===== config.mk =====
export PLATFORM = sky130hd
export DESIGN_NAME = demux_scan_sequencer
export DESIGN_NICKNAME = d
export VERILOG_FILES = /design/src/rtl/demux_seq_pkg.sv /design/src/rtl/demux_scan_sequencer_next_chan_finder.sv /design/src/rtl/demux_scan_sequencer.sv
export SDC_FILE = /design/constraint.sdc
export NUM_CORES = 1
export LEC_CHECK = 0
export ABC_AREA = 0
export BUFFER_PORTS_ARGS = -buffer_cell sky130_fd_sc_hd__buf_2
export CAP_MARGIN = 20
export CORE_UTILIZATION = 50
export DETAILED_ROUTE_END_ITERATION = 10
export PLACE_DENSITY = 0.75
export SYNTH_ARGS = -nofsm -noshare
export SYNTH_HDL_FRONTEND = slang
export SYNTH_SLANG_ARGS = --single-unit

===== constraint.sdc =====
create_clock -name clk -period 2.2 [get_ports clk]
set_clock_uncertainty 0.2 [all_clocks]
set_input_delay 0.44 -clock clk [delete_from_list [all_inputs] [get_ports clk]]
set_output_delay 0.44 -clock clk [all_outputs]
set_load 0.03 [all_outputs]

===== src/rtl/demux_seq_pkg.sv =====
// -----------------------------------------------------------------------------
// demux_seq_pkg
// Shared definitions for the demultiplexer scan sequencer:
//   - state_t     : sequencer FSM states (IDLE, SCAN, DONE)
//   - SEL_W_DEF   : default select width (the downstream demux is 3-to-8)
//   - N_CH_DEF    : default channel count derived from SEL_W_DEF
//   - MAX_CH      : widest mask the lowest_set helper accepts
//   - lowest_set  : index of the lowest set bit of a mask (0 when mask is 0)
// Optional build macro used by the top: DEMUX_SEQ_CONTINUOUS_EN.
// -----------------------------------------------------------------------------
package demux_seq_pkg;

    typedef enum logic [1:0] {
        IDLE = 2'd0,
        SCAN = 2'd1,
        DONE = 2'd2
    } state_t;

    localparam int SEL_W_DEF = 3;
    localparam int N_CH_DEF  = 2 ** SEL_W_DEF;
    localparam int MAX_CH    = 256;

    // Descending loop so the lowest set bit is the last one written.
    function automatic logic [7:0] lowest_set(input logic [MAX_CH-1:0] mask);
        logic [7:0] idx;
        idx = '0;
        for (int i = MAX_CH - 1; i >= 0; i--) begin
            if (mask[i]) begin
                idx = 8'(i);
            end
        end
        return idx;
    endfunction

endpackage


===== src/rtl/demux_scan_sequencer_next_chan_finder.sv =====
// -----------------------------------------------------------------------------
// next_chan_finder
// Combinational channel lookup over an enable mask.
//   mask        in  N_CH   channel enable mask
//   cur         in  SEL_W  currently selected channel
//   next_idx    out SEL_W  lowest set index strictly above cur
//   next_found  out 1      a set index above cur exists
//   first_idx   out SEL_W  lowest set index of the whole mask
//   first_found out 1      mask is non-zero
// The "first" outputs are the search-from-below-zero case, used both for the
// initial channel of a pass and for wrapping back in continuous scanning.
// -----------------------------------------------------------------------------
module next_chan_finder
    import demux_seq_pkg::*;
#(
    parameter int SEL_W = SEL_W_DEF
) (
    input  logic [(2**SEL_W)-1:0] mask,
    input  logic [SEL_W-1:0]      cur,
    output logic [SEL_W-1:0]      next_idx,
    output logic                  next_found,
    output logic [SEL_W-1:0]      first_idx,
    output logic                  first_found
);

    localparam int N_CH = 2 ** SEL_W;

    always_comb begin
        next_idx   = '0;
        next_found = 1'b0;
        // Descending so the lowest qualifying index wins.
        for (int i = N_CH - 1; i >= 0; i--) begin
            if (mask[i] && (i > int'(cur))) begin
                next_idx   = SEL_W'(i);
                next_found = 1'b1;
            end
        end
    end

    assign first_idx   = SEL_W'(lowest_set(MAX_CH'(mask)));
    assign first_found = |mask;

endmodule


===== src/rtl/demux_scan_sequencer.sv =====
// -----------------------------------------------------------------------------
// demux_scan_sequencer
// Drives the sel/in inputs of a 3-to-8 demultiplexer. Visits the enabled
// channels in ascending order, holding each for dwell+1 cycles while routing
// data_in to it. A host starts a single pass with start; abort ends a scan
// early without a done pulse.
//
// Ports:
//   clk        in   1        rising-edge clock
//   rst_n      in   1        synchronous active-low reset
//   start      in   1        start request, sampled only in IDLE
//   abort      in   1        ends SCAN on the next edge, no done pulse
//   chan_mask  in   N_CH     channel enables, latched at start
//   dwell      in   DWELL_W  cycles per channel minus one, latched at start
//   data_in    in   1        serial data to distribute
//   cont       in   1        (DEMUX_SEQ_CONTINUOUS_EN only) wrap to first
//                            channel instead of finishing the pass
//   sel        out  SEL_W    demux channel select
//   demux_in   out  1        data_in gated by SCAN (combinational)
//   busy       out  1        high while scanning
//   done       out  1        one-cycle pulse at the end of a pass
//   chan_first out  1        first cycle of each channel's dwell
//
// Build macro: DEMUX_SEQ_CONTINUOUS_EN adds the cont port and wrap-around.
//
// Handshake: start is honoured only in IDLE (level or pulse); while busy or
// in DONE it is ignored, not queued. busy rises the cycle after the accepting
// edge; done pulses for one cycle after the last channel, then IDLE follows.
// -----------------------------------------------------------------------------
module demux_scan_sequencer
    import demux_seq_pkg::*;
#(
    parameter int SEL_W   = SEL_W_DEF,
    parameter int DWELL_W = 4
) (
    input  logic                  clk,
    input  logic                  rst_n,
    input  logic                  start,
    input  logic                  abort,
    input  logic [(2**SEL_W)-1:0] chan_mask,
    input  logic [DWELL_W-1:0]    dwell,
    input  logic                  data_in,
`ifdef DEMUX_SEQ_CONTINUOUS_EN
    input  logic                  cont,
`endif
    output logic [SEL_W-1:0]      sel,
    output logic                  demux_in,
    output logic                  busy,
    output logic                  done,
    output logic                  chan_first
);

    localparam int N_CH = 2 ** SEL_W;

    state_t              state_q, state_d;
    logic [SEL_W-1:0]    sel_q, sel_d;
    logic [DWELL_W-1:0]  cnt_q, cnt_d;
    logic [N_CH-1:0]     mask_q, mask_d;
    logic [DWELL_W-1:0]  dwell_q, dwell_d;

    logic [N_CH-1:0]     find_mask;
    logic [SEL_W-1:0]    next_idx;
    logic                next_found;
    logic [SEL_W-1:0]    first_idx;
    logic                first_found;
    logic                wrap_en;

`ifdef DEMUX_SEQ_CONTINUOUS_EN
    assign wrap_en = cont;
`else
    assign wrap_en = 1'b0;
`endif

    // In IDLE the lookup must see the live mask (first channel of a new
    // pass); otherwise it works on the latched copy.
    assign find_mask = (state_q == IDLE) ? chan_mask : mask_q;

    next_chan_finder #(
        .SEL_W (SEL_W)
    ) u_finder (
        .mask        (find_mask),
        .cur         (sel_q),
        .next_idx    (next_idx),
        .next_found  (next_found),
        .first_idx   (first_idx),
        .first_found (first_found)
    );

    always_ff @(posedge clk) begin
        if (!rst_n) begin
            state_q <= IDLE;
            sel_q   <= '0;
            cnt_q   <= '0;
            mask_q  <= '0;
            dwell_q <= '0;
        end else begin
            state_q <= state_d;
            sel_q   <= sel_d;
            cnt_q   <= cnt_d;
            mask_q  <= mask_d;
            dwell_q <= dwell_d;
        end
    end

    always_comb begin
        state_d = state_q;
        sel_d   = sel_q;
        cnt_d   = cnt_q;
        mask_d  = mask_q;
        dwell_d = dwell_q;
        case (state_q)
            IDLE: begin
                if (start) begin
                    mask_d  = chan_mask;
                    dwell_d = dwell;
                    if (first_found) begin
                        sel_d   = first_idx;
                        cnt_d   = '0;
                        state_d = SCAN;
                    end else begin
                        state_d = DONE;
                    end
                end
            end
            SCAN: begin
                // abort outranks every channel-advance decision.
                if (abort) begin
                    state_d = IDLE;
                end else if (cnt_q < dwell_q) begin
                    cnt_d = cnt_q + 1'b1;
                end else if (next_found) begin
                    sel_d = next_idx;
                    cnt_d = '0;
                end else if (wrap_en) begin
                    sel_d = first_idx;
                    cnt_d = '0;
                end else begin
                    state_d = DONE;
                end
            end
            DONE: begin
                state_d = IDLE;
            end
            default: begin
                state_d = IDLE;
            end
        endcase
    end

    assign sel        = sel_q;
    assign busy       = (state_q == SCAN);
    assign done       = (state_q == DONE);
    // The counter restarts at zero on every channel entry.
    assign chan_first = (state_q == SCAN) && (cnt_q == '0);
    assign demux_in   = data_in & (state_q == SCAN);

endmodule


==> results_dict.tcl, run 1 <==
set metrics [dict create \
    violations "DRC, setup timing" \
    hold_viol 0 \
    netlist_instances 187 \
    io_pins 24 \
    final.min_clock_period_ns 2.30 \
    hp-class "in -> reg" \
    pwr-share-comb_pct 42.0 \
    synth-seq-area-share_pct 27.9 \
    cts_num_sinks 21 \
    dp_hpwl_um 3180 \
    grt.total_usage_pct 33.0 \
    worstSetupStartpointType "flip-flop" \
    setup_violations 9 \
    fin_setup_tns_ns -0.413 \
    ant_nets 0 \
    rsz0062_at_grt "true" \
    crit_type "reg -> reg" \
    grt_pass1_wl_um 8280 \
    portBuffers 23 \
    pwr-share-seq_pct 39.8 \
    cts_hold_buffers 0 \
    htree_levels 1 \
    fin_hold_ws_ns 0.152 \
    cp_max_fo 7 \
    syn_nets 209 \
    syn_to_final_growth_pct 42.2 \
    slowest_delay_ns 0.40 \
    drt_iter0_markers 121 \
    final_core_util_pct 76.5 \
    cp.arrival_ns 2.32 \
    cts_root_buffer "clkbuf_4" \
    tightest_slew_ns 0.470 \
    start_util_pct 53.8 \
    p_switching_mw 0.407 \
    core_mm2 0.00281 \
    synthArstFlopShare_pct 0 \
    wirelength_um 5120 \
    design_area_mm2 0.00215 \
    gp_congestion 0.956 \
    worst_setup_path_end_kind "flip-flop" \
    sw_frac_of_total_pct 37.5 \
    dieHeight_um 56.9 \
    fin_ws_ns -0.0959 \
    yosys_warnings 0 \
    max-slew-margin-rel_pct 68.4 \
    outcome "finished with violations" \
    cts_buffers 3 \
    clkPwrFrac_pct 18.2 \
    clk_pin_slew_worst_paths_ns 0.13 \
    overflow 0 \
    nets 274 \
    syn_area_mm2 0.00151 \
    cts_buffer_depth 2 \
    avgSynthCellArea_um2 8.07 \
    layout_commonest_cell "buf_4" \
    antenna_found_initial 0 \
    ir_drop_mv 0.382 \
    wl_per_cell_um 18.2 \
    critPathBufInv 2 \
    required_ns 2.22 \
    num_antenna_cells 0 \
    max_freq_mhz 436 \
    drive_above_1_share_pct 41.0 \
    grt_max_degree 24 \
    synth_top_cell_area_share_pct 27.9 \
    dieArea_mm2 0.00324 \
    worstPathCellList "or2_4 -> a31oi_1 -> buf_4 -> a31oi_4 -> buf_4 -> o31ai_4 -> nand2_1 -> and2_1" \
    cpLargestDelayFamily "compound AO/OA/AOI/OAI gates" \
    yosysTopAreaCell "dfxtp_1" \
    drv_cap 0 \
    worstSkewPairLatency_ns 0.32 \
    fin_crit_sh_pct 104 \
    grt_pass1_vias 1739 \
    synthFlopType "dfxtp_1" \
    crit_path_top_delay_cell "dfxtp_4" \
    synth_edf_count 0 \
    rows 19 \
    p_per_area_mw_per_mm2 506 \
    cts_tree "yes" \
    vias 1777 \
    firstDrtPassIters 8 \
    p_int_mw 0.678 \
    placed_area_mm2 0.00186 \
    vias_per_cell 6.30 \
    layout_common_cells "37 x buf_4, 34 x nand2_1, 21 x buf_2" \
    p_leak_nw 0.899 \
    drc_errors 2 \
    synth.distinct_cells 52 \
    crit_top_cell "buf_4" \
    ys_ff_latch 21 \
    synth_top_cells_by_area "dfxtp_1 28%, nand2_1 8.5%, a21boi_0 6.0%" \
    dieWidth_um 56.9 \
    drv_slew 0 \
]
power by group through the flow:
stage | Combinational [mW] | Clock [mW] | Sequential [mW]
2_1_floorplan | 0.213 | 0 | 0.442
3_3_place_gp | 0.340 | 0 | 0.437
3_5_place_dp | 0.351 | 0 | 0.438
4_1_cts | 0.409 | 0.199 | 0.429
5_1_grt | 0.482 | 0.214 | 0.435
6_report | 0.456 | 0.198 | 0.432
Yosys cell counts, drive strengths merged, types with 2 or more instances:
cell type / n
mux2: 2
and2: 3
nor4b: 3
a21boi: 12
nand3: 5
or4: 3
nor3: 5
nand2: 35
nor2b: 2
nor2: 10
mux2i: 3
a31oi: 5
a21oi: 13
nor3b: 3
o31ai: 5
o211ai: 2
clkbuf: 5
o21a: 2
a211o: 3
ha: 5
inv: 12
nand2b: 3
dfxtp: 21
buf: 2
o21ai: 5
routing by layer:
| layer | up-vias | GRT usage (%) | routed length [µm] |
|---|---|---|---|
| met5 | - | 0 | 0 |
| met4 | 0 | 12.5 | 267 |
| met3 | 35 | 7.71 | 453 |
| met2 | 111 | 55.5 | 2350 |
| met1 | 820 | 41.0 | 2060 |
| li1 | 811 | - | - |
sequential cells by signal, summed over array words and instances (netlist names):
register and cells:
mask_q 8, dwell_q 4, state_q 2, cnt_q 4, sel 3
worst paths after layout:
check	slack, ns	to	from	depth (start not counted)
setup reg to reg	-0.1	state_q[0]$_SDFFE_PN0P_	state_q[1]$_SDFFE_PN0P_	8
setup / recovery	-0.1	state_q[0]$_SDFFE_PN0P_	state_q[1]$_SDFFE_PN0P_	8
hold reg to reg	0.27	dwell_q[1]$_SDFFE_PN0P_	dwell_q[1]$_SDFFE_PN0P_	2
hold / removal	0.15	dwell_q[0]$_SDFFE_PN0P_	dwell[0]	3
per-stage QoR:
step	std cells	total power, mW	setup slack, ns
after floorplan	187	0.656	-0.0441
after global placement	262	0.778	-0.142
after detailed placement	262	0.789	-0.197
after CTS	278	1.04	-0.00237
after global routing	282	1.13	-0.186
final	282	1.09	-0.0959
repair_timing:
item                       CTS  global route
pin swaps                   15             4
setup buffers               12             4
setup endpoints to repair   11            11
hold endpoints to repair     0             0
resized for setup           27            12
area by class of cell:
class	instances	area, µm²
multi-input cells	147	1120
fillers	183	659
repair buffers	67	484
flip-flops and latches	21	428
inverters	12	45.0
well taps	31	38.8
clock buffers	3	22.5
clock inverters	1	5.00
cell families (layout without fill, tap and decap cells):
group	count (synthesis)	in the layout	synth area share, %
AOI/OAI and AO/OA	60	60	33.3
adders and majority gates	5	5	4.15
buffers and inverters	19	83	5.31
DFF	21	21	27.9
muxes	5	5	3.48
and+or+nand+nor	77	77	25.9
tightest hold or removal path, stage by stage:
cell and delay, ns:
buf_2 0.09, nand2_1 0.04, a21boi_0 0.06
(Power assumes the default switching activity.)
==> inputs of run 2 (changes only) <==
Settings changed: CORE_MARGIN set to 2, MAX_ROUTING_LAYER set to met4.
==> results_dict.tcl, run 2 (same netlist as run 1, synthesis figures left out) <==
set metrics [dict create \
    drt_iter0_markers 129 \
    final.min_clock_period_ns 2.26 \
    p_per_area_mw_per_mm2 501 \
    p_leak_nw 0.894 \
    nets 272 \
    drc_errors 1 \
    design_area_mm2 0.00215 \
    cts_hold_buffers 0 \
    portBuffers 23 \
    cts_root_buffer "clkbuf_4" \
    cp_max_fo 7 \
    gp_congestion 0.991 \
    grt.total_usage_pct 33.5 \
    worstSetupStartpointType "flip-flop" \
    crit_type "reg -> reg" \
    wirelength_um 5420 \
    start_util_pct 53.8 \
    reg_top3 "mask_q (8), cnt_q (4), dwell_q (4)" \
    clk_pin_slew_worst_paths_ns 0.12 \
    core_mm2 0.00281 \
    syn_to_final_growth_pct 42.7 \
    final_core_util_pct 76.8 \
    tightest_slew_ns 0.473 \
    worstSkewPairLatency_ns 0.32 \
    worst_setup_path_end_kind "flip-flop" \
    rows 19 \
    wl_per_cell_um 19.4 \
    drv_slew 0 \
    firstDrtPassIters 7 \
    drv_cap 0 \
    setup_violations 7 \
    sw_frac_of_total_pct 37.5 \
    pwr-share-comb_pct 41.0 \
    max-slew-margin-rel_pct 68.2 \
    max_freq_mhz 443 \
    fin_setup_tns_ns -0.212 \
    cts_num_sinks 21 \
    crit_top_cell "buf_6" \
    cts_buffers 3 \
    dp_slack_ns -0.213 \
    grt_pass1_wl_um 8500 \
    dieWidth_um 58.9 \
    antenna_found_initial 0 \
    layout_common_cells "35 x buf_4, 32 x nand2_1, 21 x buf_2" \
    ir_drop_mv 0.423 \
    outcome "finished with violations" \
    pwr-share-seq_pct 40.5 \
    overflow 0 \
    violations "DRC, setup timing" \
    dp_hpwl_um 3390 \
    num_antenna_cells 0 \
    grt_pass1_vias 1742 \
    vias 1792 \
    drive_above_1_share_pct 41.8 \
    dieHeight_um 58.9 \
    num-fill-cells 196 \
    cts_buffer_depth 2 \
    largest_register_ff_count 8 \
    rsz0062_at_grt "true" \
    regMostFlops "mask_q" \
    vias_per_cell 6.40 \
    layout_commonest_cell "buf_4" \
    cts_tree "yes" \
    grt_max_degree 24 \
    ant_nets 0 \
    fin_crit_sh_pct 103 \
    fin_ws_ns -0.0581 \
    cp.arrival_ns 2.32 \
    dieArea_mm2 0.00347 \
    p_int_mw 0.674 \
    required_ns 2.26 \
    clkPwrFrac_pct 18.4 \
    placed_area_mm2 0.00188 \
    hp-class "in -> reg" \
    io_pins 24 \
    crit_path_top_delay_cell "dfxtp_4" \
    htree_levels 1 \
    p_switching_mw 0.405 \
    worstPathCellList "buf_6 -> buf_6 -> nor4b_4 -> a31oi_4 -> a32oi_4 -> o31ai_4 -> a211o_1 -> a21oi_2" \
    hold_viol 0 \
    slowest_delay_ns 0.42 \
]
-- run 2: power groups by stage --
stage	logic, mW	clock network (mW)	registers (mW)
after floorplan	0.213	0	0.442
after global placement	0.348	0	0.439
after detailed placement	0.360	0	0.441
after CTS	0.400	0.202	0.435
after global routing	0.471	0.216	0.440
final	0.443	0.199	0.437
-- run 2: per-stage QoR --
step	hold slack (ns)	total power, mW	cells
after floorplan	0.243	0.656	187
after global placement	0.253	0.787	263
after detailed placement	0.266	0.802	263
after CTS	0.163	1.04	275
after global routing	0.186	1.13	280
final	0.161	1.08	280
-- run 2: worst max-delay path, delay by kind of cell (launching register included) --
kind | cells | cell delay [ns]
AO/OA/AOI/OAI | 5 | 0.99
AND/OR/NAND/NOR | 1 | 0.32
buffers and inverters | 2 | 0.27
flip-flops | 1 | 0.42
-- run 2: timing repair --
action | 4_1_cts | 5_1_grt
resized for setup | 25 | 15
setup endpoints to repair | 12 | 10
buffers inserted | 8 | 5
endpoints found under the hold margin | 0 | 0
pin swaps | 13 | 8
-- run 2: final timing paths --
kind / from / to / slack, ns / depth (start not counted)
worst max-delay path: state_q[1]$_SDFFE_PN0P_ / cnt_q[2]$_SDFFE_PN0P_ / -0.06 / 8
worst min-delay path: dwell[1] / dwell_q[1]$_SDFFE_PN0P_ / 0.16 / 3
worst max register to register: state_q[1]$_SDFFE_PN0P_ / cnt_q[2]$_SDFFE_PN0P_ / -0.06 / 8
worst min register to register: dwell_q[2]$_SDFFE_PN0P_ / dwell_q[2]$_SDFFE_PN0P_ / 0.28 / 2
-- run 2: metal layers --
layer	wire length, µm	global-route usage, %
met1	2230	42.2
met2	2500	54.4
met3	429	3.08
met4	266	14.6
met5	0	-
-- run 2: layout make-up --
cell class	count	area [µm²]	area share (%)
multi-input cells	147	1130	52.7
repair buffers	65	478	22.2
flip-flops and latches	21	429	19.9
inverters	12	45.0	2.09
well taps	31	38.8	1.80
clock buffers	3	22.5	1.05
clock inverters	1	5.00	0.232
